==> config.mk <==
export PLATFORM = sky130hd
export DESIGN_NAME = pc_fetch_ctrl
export DESIGN_NICKNAME = d
export VERILOG_FILES = /design/src/rtl/pc_fetch_ctrl.sv
export SDC_FILE = /design/constraint.sdc
export NUM_CORES = 1
export LEC_CHECK = 0
export BUFFER_PORTS_ARGS = -buffer_cell sky130_fd_sc_hd__buf_4
export CAP_MARGIN = 25
export CORE_AREA = 2 2 127 129
export DETAILED_ROUTE_END_ITERATION = 16
export DIE_AREA = 0 0 129 131
export GPL_TIMING_DRIVEN = 0
export PLACE_DENSITY_LB_ADDON = 0.12
export SLEW_MARGIN = 40
export SYNTH_ARGS = -nofsm -noshare
export SYNTH_HDL_FRONTEND = slang
export SYNTH_SLANG_ARGS = --single-unit
==> constraint.sdc <==
create_clock -name CLK -period 3.2 [get_ports CLK]
set_input_delay 0.64 -clock CLK [delete_from_list [all_inputs] [get_ports CLK]]
set_output_delay 0.64 -clock CLK [all_outputs]
set_load 0.05 [all_outputs]
==> src/rtl/pc_fetch_ctrl.sv <==
// Instruction-fetch sequencer: IDLE -> REQ -> VALID loop with a bounded wait for IMemAck
// and a sticky HALT on timeout. Define PC_ALIGN_CHECK_EN to also halt on a misaligned NextPC.
module pc_fetch_ctrl #(
  parameter int unsigned MAX_WAIT = 15
) (
  input  logic        CLK,
  input  logic        Reset_L,
  input  logic [63:0] startPC,
  input  logic [63:0] NextPC,
  input  logic        Stall,
  input  logic        IMemAck,
  input  logic [31:0] IMemData,
  output logic [63:0] CurrentPC,
  output logic        IMemReq,
  output logic [63:0] IMemAddr,
  output logic [31:0] Instr,
  output logic        InstrValid,
  output logic        Fault
);

  typedef enum logic [1:0] {
    IDLE  = 2'd0,
    REQ   = 2'd1,
    VALID = 2'd2,
    HALT  = 2'd3
  } state_t;

  localparam logic [7:0] WAIT_LIMIT = 8'(MAX_WAIT);

  state_t     state;
  logic [7:0] wait_cnt;
  logic [7:0] wait_next;
  logic       misaligned;

  // The counter saturates so a stuck REQ can never wrap back below the limit.
  assign wait_next = (wait_cnt == 8'hFF) ? wait_cnt : wait_cnt + 8'd1;

`ifdef PC_ALIGN_CHECK_EN
  assign misaligned = (NextPC[1:0] != 2'b00);
`else
  assign misaligned = 1'b0;
`endif

  // Handshake outputs are pure state decodes, so they drop the instant reset asserts.
  assign IMemReq    = (state == REQ);
  assign InstrValid = (state == VALID);
  assign IMemAddr   = CurrentPC;

  // NOTE: every register here uses non-blocking assignment so all state updates
  // see the pre-edge values; blocking assignment would create order-dependent logic.
  always_ff @(posedge CLK or negedge Reset_L) begin
    if (!Reset_L) begin
      state     <= IDLE;
      CurrentPC <= '0;
      Instr     <= '0;
      Fault     <= 1'b0;
      wait_cnt  <= '0;
    end else begin
      case (state)
        IDLE: begin
          CurrentPC <= startPC;
          wait_cnt  <= '0;
          state     <= REQ;
        end
        REQ: begin
          // An acknowledge in the cycle the limit is reached still wins over the timeout.
          if (IMemAck) begin
            Instr <= IMemData;
            state <= VALID;
          end else begin
            wait_cnt <= wait_next;
            if (wait_next >= WAIT_LIMIT) begin
              Fault <= 1'b1;
              state <= HALT;
            end
          end
        end
        VALID: begin
          if (!Stall) begin
            if (misaligned) begin
              Fault <= 1'b1;
              state <= HALT;
            end else begin
              CurrentPC <= NextPC;
              wait_cnt  <= '0;
              state     <= REQ;
            end
          end
        end
        HALT: state <= HALT;
        default: state <= HALT;
      endcase
    end
  end

endmodule

---- After elaboration in Yosys (flattened, before gate mapping) ----
Index checks and enable logic that the tools add are counted.
word-level totals
  register bits after elaboration ......... 107
  output and inout bits ................... 163
  word-level logic and storage cells ...... 33
operators by class
  add/sub/neg operators ................... 1
  $lt $le $gt $ge ......................... 1
  equality and inequality tests ........... 7
  multiplexer cells ....................... 10
  bitwise operators ....................... 1
  reduce and logical (&&, ||, !) cells .... 8
operators with widths
  operator                                               count
  one-hot mux 64 bit (2 select lines)                    1
  2-to-1 mux 64 bit                                      1
  2-to-1 mux 8 bit                                       3
  one-hot mux 8 bit (3 select lines)                     1
  adder 8 x 1 -> 8 bit, second input constant            1
  equality test 8 bit, second input constant             1
  >= comparator 8 x 4 -> 1 bit, second input constant    1
  one-hot mux 2 bit (4 select lines)                     1
  2-to-1 mux 2 bit                                       3
  AND reduction 2 bit                                    3
  AND reduction 3 bit                                    2
  equality test 2 bit, second input constant             2
  inequality test 2 bit, second input constant           2
  inequality test 3 x 2 -> 1 bit, second input constant  1
  nonzero test 3 bit                                     1
  equality test 2 x 1 -> 1 bit, second input constant    1
  logical NOT 2 bit                                      1
  nonzero test 2 bit                                     1
  inverter 1 bit                                         1

---- Logic depth before layout (Yosys ltp) ----
Gate-level depths: netlist (run 1).
  depth after elaboration ................. 6
  gate-level depth with buffers ........... 6

---- Worst setup path before layout (run 1) ----
No wires, ideal clock.
  path kind ............................... register to output
  start ................................... register state[1]
  end ..................................... output port InstrValid
  arrival time ............................ 1.534 ns
  slack ................................... 1.026 ns
  stages on the path, launching flop included .. 5
  cell sequence ........................... dfrtp_1 -> buf_6 -> buf_2 -> buf_2 -> nor2b_1
between the ends
  word-level cells in the longest chain between the ends .. 1
ends and longest elaborated chain
  what                      line  RTL
  start: declaration        30    state_t state;
  start signal: assignment  53    state <= IDLE;
  start signal: assignment  63    state <= REQ;
  start signal: assignment  69    state <= VALID;
  equality test 2 bit       46    assign InstrValid = (state == VALID);
  end: declaration          17    output logic InstrValid,
Every way passes these cells.

---- Final worst setup path (run 1) ----
Ends and elaborated chain as after synthesis.

==> impl_metrics.toml, run 1 <==
[global_route]
grt_pass1_wl_um = 27500
grt_max_degree = 108
antenna_found_initial = 0
track_usage_pct = 21.1
overflow = 0
grt_pass1_vias = 5238

[power_and_ir_drop]
power_density_mw_per_mm2 = 1280
total_power_mw = 10.9
p_leak_nw = 4.00
ir_drop_mv = 0.776
switchingPower_mw = 5.79
clkPwrFrac_pct = 9.6
p_seq_share_pct = 22.9
combPwrFrac_pct = 67.5
p_sw_share_pct = 53.4
intPower_mw = 5.06

[worst_setup_path]
worstPathRequired_ns = 2.56
r2r_slack_ns = 1.39
worstPathArrival_ns = 1.81
start_kind = "flip-flop"
worstSetupPathType = "reg -> out"
worstSetupEndpointType = "primary output"
path_max_fanout = 10

[sta]
drv_slew = 0
holdWs_ns = 0.167
fin_tns_setup_ns = 0
max_slew.worst_pin.slew_ns = 0.570
period_share_pct = 76.4
rsz0062_at_grt = "no"
hold_viol = 0
clock_skew_ns = 0.0110
max_freq_ghz = 0.409
min_period_ns = 2.45
relSlewSlack_pct = 62.0
setup_viol = 0

[clock_tree]
cts_tree = "built"
clk_latency_ns = 0.35
cts_resized = 0
clockBufferDepth = 2
root_buffer = "clkbuf_16"
cts.sinks = 107
clk_pin_slew_ns = 0.07
htree_num_levels = 3
postCtsSetupRepairBufs = 0
cts_hold_buf = 0
numCtsBuffers = 9

[synthesis]
synthTopCellsByArea = "dfrtp_1 49%, o22a_1 10%, nor2_1 9.1%"
synth.most_common_cell = "nor2_1"
yosys.area.top_type = "dfrtp_1"
synth_edf_count = 0
post_synth.cell_area_avg_um2 = 9.70
synth.distinct_cells = 35
ys_seq_area_share_pct = 49.4
syn_area_mm2 = 0.00542
syn_nets = 724
netlist.area_leader.share_pct = 49.4
ys_warn_count = 0
async_flop_share_pct = 100
synth_top_flop_cell = "dfrtp_1"
synthTopCellsByCount = "132 x nor2_1, 107 x dfrtp_1, 76 x a21oi_1"
syn_inst = 559
ys_ff_latch = 107

[route]
drc_errors = 0
drt_pass1_iterations = 6
ant_nets = 0
wl_um = 18500
vias = 5346
vias_per_cell = 4.78
wl_per_cell_um = 16.5
drt-initial-drc-count = 224

[floorplanning]
die_height_um = 131
die_area_mm2 = 0.0169
core.rowCount = 46
pin_count = 327
core_area_mm2 = 0.0156
initial_core_util_pct = 34.8
fp.dieW_um = 129

[place]
place.gp.congestion = 0.865
dpl.hpwl_um = 14400
dp_cells = 1101
io_buffers = 326

[cells_and_area]
post_layout_nonfiller_instances = 1118
drive_above_1_share_pct = 51.3
antenna_cells = 0
areaGrowthSynthToFinish_pct = 55.8
fin_util_pct = 54.2
nets = 1062

[job]
maxCapViolCount = 0

[worst_hold_path]
min_path_type = "in -> async"

[run_status]
status = "complete, no violations"
layer usage:
layer / global-route usage [%] / vias to the layer above / routed length [um]
li1: - / 2556 / -
met1: 24.9 / 2520 / 7180
met2: 37.3 / 239 / 9490
met3: 4.68 / 31 / 1340
met4: 8.57 / 0 / 467
met5: 0 / - / 0
power groups by stage:
stage / Combinational (mW) / Sequential [mW] / Clock [mW]
floorplan: 3.21 / 4.42 / 0
global placement: 7.32 / 2.47 / 0
detailed placement: 7.38 / 2.50 / 0
CTS: 7.38 / 2.49 / 1.08
global route: 7.68 / 2.56 / 1.13
finish: 7.33 / 2.48 / 1.04
path summary, 6_finish.rpt:
kind | from | to | depth (start not counted)
max | state[1]$_DFFE_PN0P_ | InstrValid | 5
min | Reset_L | CurrentPC[45]$_DFFE_PN0P_ | 1
max reg2reg | wait_cnt[0]$_DFFE_PN0P_ | state[1]$_DFFE_PN0P_ | 5
min reg2reg | Instr[6]$_DFFE_PN0P_ | Instr[6]$_DFFE_PN0P_ | 1
max in group asynchronous | Reset_L | wait_cnt[6]$_DFFE_PN0P_ | 2
min in group CLK | IMemData[6] | Instr[6]$_DFFE_PN0P_ | 2
critical path, stage by stage, from the launching register on:
cell     delay (ns)
dfrtp_1        0.34
buf_6          0.12
buf_2          0.23
buf_2          0.32
nor2b_1        0.23
buf_4          0.23
metrics by stage:
stage	setup WS (ns)	area (um2)
after detailed placement	1.11	8150
after floorplan	1.03	5420
after global routing	0.621	8450
final	0.754	8450
after global placement	1.11	8140
after CTS	0.732	8420
cell families (layout without fill, tap and decap cells):
family | after synthesis | count (layout) | share of synthesized area [%]
AOI/OAI and AO/OA | 155 | 155 | 19.4
buffers and inverters | 107 | 450 | 12.5
DFF | 107 | 107 | 49.4
adders and majority gates | 1 | 1 | 0.231
and+or+nand+nor | 156 | 156 | 11.7
muxes | 32 | 32 | 6.65
xor gates and xnor gates | 1 | 1 | 0.162
area by class of cell:
cell class | instances | area (um2)
Tap cell | 216 | 270
Sequential cell | 107 | 2680
Clock buffer | 11 | 233
Buffer | 105 | 671
Inverter | 2 | 7.51
Clock inverter | 5 | 38.8
Timing Repair Buffer | 327 | 2480
Multi-Input combinational cell | 345 | 2070
Fill cell | 1459 | 7150
registers in the layout, indices dropped and copies added, names as in the netlist:
| signal | count |
|---|---|
| CurrentPC | 64 |
| Instr | 32 |
| wait_cnt | 8 |
| state | 2 |
| Fault | 1 |
cell usage in the layout, fill, tap and decap left out, types with 5 or more instances in the layout:
master | netlist | layout
nand2_1 | 6 | 6
nor2_1 | 132 | 132
dfrtp_1 | 107 | 107
buf_2 | 20 | 20
a21oi_1 | 76 | 76
buf_1 | 5 | 5
o22a_1 | 64 | 64
mux2_2 | 30 | 30
clkbuf_16 | 0 | 9
clkbuf_1 | 14 | 16
buf_4 | 65 | 390
Note: power is estimated with default switching activity, not from simulation.
==> run 2: changes to the inputs <==
- ABC_AREA: not set -> 1
- CORE_AREA: 2 2 127 129 -> 2 2 128 130
- DIE_AREA: 0 0 129 131 -> 0 0 130 132
- clock period: 3.2 -> 2.5 ns (I/O delays scaled with it)
==> run 2 against run 1 <==
Net effect: critical path type unchanged; core utilization fell by 1.9 points; sequential cell count did not move; largest power group unchanged; non-clock buffer count fell by 11.
==> impl_metrics.toml, run 2 <==
[floorplanning]
pin_count = 327
core_area_mm2 = 0.0157
core.rowCount = 46
initial_core_util_pct = 32.9
die_height_um = 132
die_area_mm2 = 0.0172
fp.dieW_um = 130

[sta]
fin_tns_setup_ns = 0
setup_viol = 0
relSlewSlack_pct = 64.7
max_slew.worst_pin.slew_ns = 0.530
min_period_ns = 2.19
drv_slew = 0
max_freq_ghz = 0.457
clock_skew_ns = 0.00684
hold_viol = 0
rsz0062_at_grt = "no"
period_share_pct = 87.6

[worst_setup_path]
path_max_fanout = 10
worstSetupPathType = "reg -> out"
r2r_slack_ns = 0.70
worstPathArrival_ns = 1.69
start_kind = "flip-flop"
worst-r2r-cell-count = 4
timing.rr.start = "state[1]$_DFFE_PN0P_"
worstPathRequired_ns = 2.00
worstSetupEndpointType = "primary output"
worst_r2r_endpoint = "CurrentPC[2]$_DFFE_PN0P_"

[global_route]
antenna_found_initial = 0
grt_max_degree = 69
grt_use_met2_pct = 36.0
grt_pass1_wl_um = 27200
overflow = 0
grt_use_met3_pct = 6.33
gr-max-usage-layer = "met2"
grt.met1_usage_pct = 24.4
grt_pass1_vias = 5033
track_usage_pct = 20.7

[cells_and_area]
fillerInstances = 1556
top_register = "CurrentPC"
areaGrowthSynthToFinish_pct = 58.8
layout_commonest_cell = "buf_4"
biggestRegsByFlops = "CurrentPC x64, Instr x32, wait_cnt x8"
drive_above_1_share_pct = 46.8
antenna_cells = 0
largest_reg_flops = 64
nets = 1079
final_cell_mix = "395 x buf_4, 107 x dfrtp_1, 95 x nand2_1"

[synthesis]
synth_top_family_by_area = "compound AO/OA/AOI/OAI gates"
ys_seq_area_share_pct = 51.8
ys_ff_latch = 107
synthTopCellsByArea = "dfrtp_1 52%, buf_4 10%, o21ai_0 9.0%"
yosys.area_share.xor_xnor_pct = 0
synthTopCellsByCount = "107 x dfrtp_1, 95 x nand2_1, 93 x o21ai_0"
syn_nets = 741
synth_top_flop_cell = "dfrtp_1"
syn_area_mm2 = 0.00517
synth.distinct_cells = 20
netlist.area_leader.share_pct = 51.8
synth_fa_ha_area_share_pct = 0.242
synth_compound_area_share_pct = 14.2
syn_inst = 576
ys_warn_count = 0
async_flop_share_pct = 100
synth.most_common_cell = "dfrtp_1"
yosys.area_share.simple_pct = 13.6
muxShareOfSynthArea_pct = 6.97
yosys.area.top_type = "dfrtp_1"
synth_edf_count = 0
post_synth.cell_area_avg_um2 = 8.98

[route]
ant_nets = 0
wl_um = 17700
vias = 5059
wl_per_cell_um = 15.6
drc_errors = 0
drt-initial-drc-count = 227
vias_per_cell = 4.47
drt_pass1_iterations = 4

[clock_tree]
clockBufferDepth = 2
postCtsSetupRepairBufs = 0
root_buffer = "clkbuf_16"
cts_tree = "built"
numCtsBuffers = 9
htree_num_levels = 3
clk_pin_slew_ns = 0.07
clk_latency_ns = 0.35
cts_hold_buf = 0
cts_resized = 0
cts.sinks = 107

[power_and_ir_drop]
total_power_mw = 13.2
p_leak_nw = 4.25
power_density_mw_per_mm2 = 1610
ir_drop_mv = 0.987

[place]
dpl.hpwl_um = 14000
io_buffers = 326
place.gp.congestion = 0.791

[run_status]
status = "complete, no violations"

[worst_hold_path]
min_path_type = "in -> async"

[job]
maxCapViolCount = 0
==> run 2: changes by cell type after synthesis, moves of 5 or more <==
cell and change:
nand2_1 +89, o21ai_0 +89, a21oi_1 -73, o22a_1 -64, nor2_1 -57, o21ai_1 +41, mux2_1 +27, mux2_2 -27
buf_2 -12, inv_1 +12, buf_1 -5, buf_4 +5
==> run 2: per-stage QoR <==
stage	setup WS [ns]	instances	area (um2)	hold WS, ns	util, %
final	0.310	1133	8210	0.0155	52.3
after global routing	0.176	1133	8210	0.0335	52.3
after CTS	0.278	1133	8210	0.0234	52.3
after detailed placement	0.488	1119	7930	0.406	50.4
after global placement	0.516	1118	7890	0.448	50.2
after floorplan	0.729	576	5170	0.204	-
==> run 2: worst max-delay path by stage <==
stage / startpoint / slack (ns) / cells past startpoint / endpoint
floorplan: state[0]$_DFFE_PN0P_ / 0.73 / 5 / Instr[10]$_DFFE_PN0P_
global placement: Stall / 0.52 / 5 / CurrentPC[2]$_DFFE_PN0P_
detailed placement: Stall / 0.49 / 6 / wait_cnt[3]$_DFFE_PN0P_
CTS: state[1]$_DFFE_PN0P_ / 0.28 / 5 / InstrValid
global route: state[1]$_DFFE_PN0P_ / 0.18 / 5 / InstrValid
finish: state[1]$_DFFE_PN0P_ / 0.31 / 5 / InstrValid
==> run 2: critical path: stages (launching register included) <==
cell     delay [ns]
dfrtp_1        0.44
inv_1          0.07
buf_2          0.20
nor2_2         0.14
buf_2          0.24
buf_4          0.24
==> run 2: power by group <==
group	switching, mW	total, mW	leakage [nW]	internal, mW
sequential	0.683	3.21	1.36	2.53
combinational	5.81	8.63	2.75	2.82
clock	0.629	1.40	0.140	0.775
total	7.12	13.2	4.25	6.13
==> run 2: cell families (layout without fill, tap and decap cells) <==
| group | Yosys count | in the layout |
|---|---|---|
| and+or+nand+nor | 182 | 182 |
| muxes | 32 | 32 |
| AOI/OAI and AO/OA | 144 | 144 |
| adders and majority gates | 1 | 1 |
| buffers and inverters | 110 | 451 |
| DFF | 107 | 107 |
==> run 2: cell type report <==
| cell class | instances | area, um2 | share of cell area (%) |
|---|---|---|---|
| Buffer | 94 | 626 | 7.62 |
| Clock inverter | 1 | 7.51 | 0.0914 |
| Inverter | 16 | 60.1 | 0.731 |
| Clock buffer | 13 | 280 | 3.41 |
| Timing Repair Buffer | 327 | 2480 | 30.2 |
| Sequential cell | 107 | 2680 | 32.6 |
| Tap cell | 216 | 270 | 3.29 |
| Multi-Input combinational cell | 359 | 1810 | 22.0 |
==> run 2: routing by layer <==
metal,wire (um),vias up
li1,-,2504
met1,6870,2346
met2,9050,192
met3,1410,17
met4,329,0
met5,0,-
==> run 3: changes to the inputs <==
--- a/config.mk
+++ b/config.mk
@@ -15,2 +15,3 @@
 export PLACE_DENSITY_LB_ADDON = 0.12
+export SETUP_SLACK_MARGIN = 0.5
 export SLEW_MARGIN = 40
==> constraint.sdc (replaced) <==
create_clock -name CLK -period 2.5 [get_ports CLK]
set_input_delay 0.125 -clock CLK [delete_from_list [all_inputs] [get_ports CLK]]
set_output_delay 0.125 -clock CLK [all_outputs]
set_load 0.05 [all_outputs]
==> run 3 against run 2 <==
Net effect: global-route usage grew 0.58 points; wire length grew 2.4%; critical path depth is the same; combinational power grew 0.6%; sequential share of layout area shrank 1.2 points; cell area grew 3.9%.
==> impl_metrics.toml, run 3 (same netlist as run 2, synthesis figures left out) <==
[clock_tree]
root_buffer = "clkbuf_16"
postCtsSetupRepairBufs = 0
htree_num_levels = 3
cts.sinks = 107
clk_latency_ns = 0.35
clk_pin_slew_ns = 0.07
numCtsBuffers = 9
cts_tree = "built"
clockBufferDepth = 2

[worst_setup_path]
worstSetupEndpointType = "flip-flop"
startpoint = "state[1]$_DFFE_PN0P_"
timing.rr.start = "state[1]$_DFFE_PN0P_"
worstPathRequired_ns = 2.72
path_max_fanout = 10
start_kind = "flip-flop"
worstSetupPathType = "reg -> reg"
worstPathArrival_ns = 2.04

[place]
io_buffers = 326
place.gp.congestion = 0.791
dpl.hpwl_um = 14000
pre_cts_ws_ns = 0.639

[cells_and_area]
final_cell_mix = "395 x buf_4, 107 x dfrtp_1, 95 x nand2_1"
regArea_mm2 = 0.00268
top_register = "CurrentPC"
fillerInstances = 1520
largest_reg_flops = 64
nets = 1111
biggestRegsByFlops = "CurrentPC x64, Instr x32, wait_cnt x8"
layout_commonest_cell = "buf_4"
drive_above_1_share_pct = 45.2
areaGrowthSynthToFinish_pct = 65.0
antenna_cells = 0
multi_input_area_mm2 = 0.00181

[floorplanning]
die_height_um = 132
fp.dieW_um = 130
pin_count = 327
die_area_mm2 = 0.0172
initial_core_util_pct = 32.9
core_area_mm2 = 0.0157
core.rowCount = 46

[route]
drt-initial-drc-count = 244
drc_errors = 0
vias_per_cell = 4.48
ant_nets = 0
vias = 5220
wl_per_cell_um = 15.5
wl_um = 18100
drt_pass1_iterations = 4

[global_route]
track_usage_pct = 21.2
overflow = 0
grt_pass1_vias = 5296
grt_max_degree = 69
grt_pass1_wl_um = 28100
antenna_found_initial = 0

[sta]
drv_slew = 0
setup_slack_ns = 0.675
setup_viol = 0
period_share_pct = 73.0
max_freq_ghz = 0.548
max_slew.worst_pin.slew_ns = 0.555
relSlewSlack_pct = 63.0
clock_skew_ns = 0.00566
min_period_ns = 1.83
hold_viol = 0
fin_tns_setup_ns = 0
rsz0062_at_grt = "no"

[job]
maxCapViolCount = 0

[power_and_ir_drop]
power_density_mw_per_mm2 = 1560
ir_drop_mv = 0.991
p_leak_nw = 4.38

[run_status]
status = "complete, no violations"

[worst_hold_path]
min_path_type = "in -> reg"
worstHoldStart = "IMemData[31]"
[run 3: cell count changes in the layout (fill, tap and decap cells not counted), sizes merged]
cell	before	now
dlygate4sd3	0	32
[run 3: power breakdown]
part | leakage (nW) | internal (mW) | switching (mW)
Sequential | 1.36 | 2.53 | 0.692
Combinational | 2.88 | 2.85 | 5.83
Clock | 0.140 | 0.775 | 0.625
Total | 4.38 | 6.16 | 7.15
[run 3: timing repair]
item | CTS | global route
endpoints found under the setup margin | 0 | 0
hold buffers | 32 | 0
endpoints found under the hold margin | 70 | 0
resized for setup | 0 | 0
[run 3: worst paths after layout]
| check | slack, ns | depth (start not counted) | end |
|---|---|---|---|
| min in group asynchronous | 0.24 | 2 | Instr[15]$_DFFE_PN0P_ |
| worst min-delay path | 0.02 | 2 | Instr[31]$_DFFE_PN0P_ |
| worst max-delay path | 0.67 | 5 | wait_cnt[3]$_DFFE_PN0P_ |
| max in group asynchronous | 1.62 | 3 | CurrentPC[17]$_DFFE_PN0P_ |
| worst max register to register | 0.67 | 5 | wait_cnt[3]$_DFFE_PN0P_ |
| worst min register to register | 0.46 | 2 | Fault$_DFFE_PN0P_ |
[run 3: critical path, cell delays in order (launching register included)]
cell and delay, ns:
dfrtp_1 0.44, a21oi_2 0.49, inv_2 0.16, buf_2 0.23, nand2_1 0.22, o21ai_0 0.14
[run 3: layer usage]
| metal | vias to the layer above | routed length (um) | GRT usage (%) |
|---|---|---|---|
| met2 | 198 | 9240 | 37.0 |
| met5 | - | 0 | 0 |
| met1 | 2433 | 7040 | 24.8 |
| li1 | 2564 | - | - |
| met4 | 0 | 462 | 6.87 |
| met3 | 25 | 1350 | 6.37 |
[run 3: stage by stage]
stage	power, mW	cells	util (%)	instance area (um2)	hold WS [ns]
floorplan	9.20	576	-	5170	-0.171
global placement	11.9	1118	50.2	7890	0.338
detailed placement	11.9	1119	50.4	7930	0.0311
CTS	13.4	1165	54.3	8530	0.0118
global route	13.9	1165	54.3	8530	0.00929
finish	13.3	1165	54.3	8530	0.0232
[run 3: final cells by class]
cell class | instances | share of cell area [%]
clock inverter | 1 | 0.0880
inverter | 16 | 0.704
tap | 216 | 3.17
clock buffer | 13 | 3.28
timing repair buffer | 359 | 32.8
sequential | 107 | 31.4
buffer | 94 | 7.33
multi-input combinational | 359 | 21.2
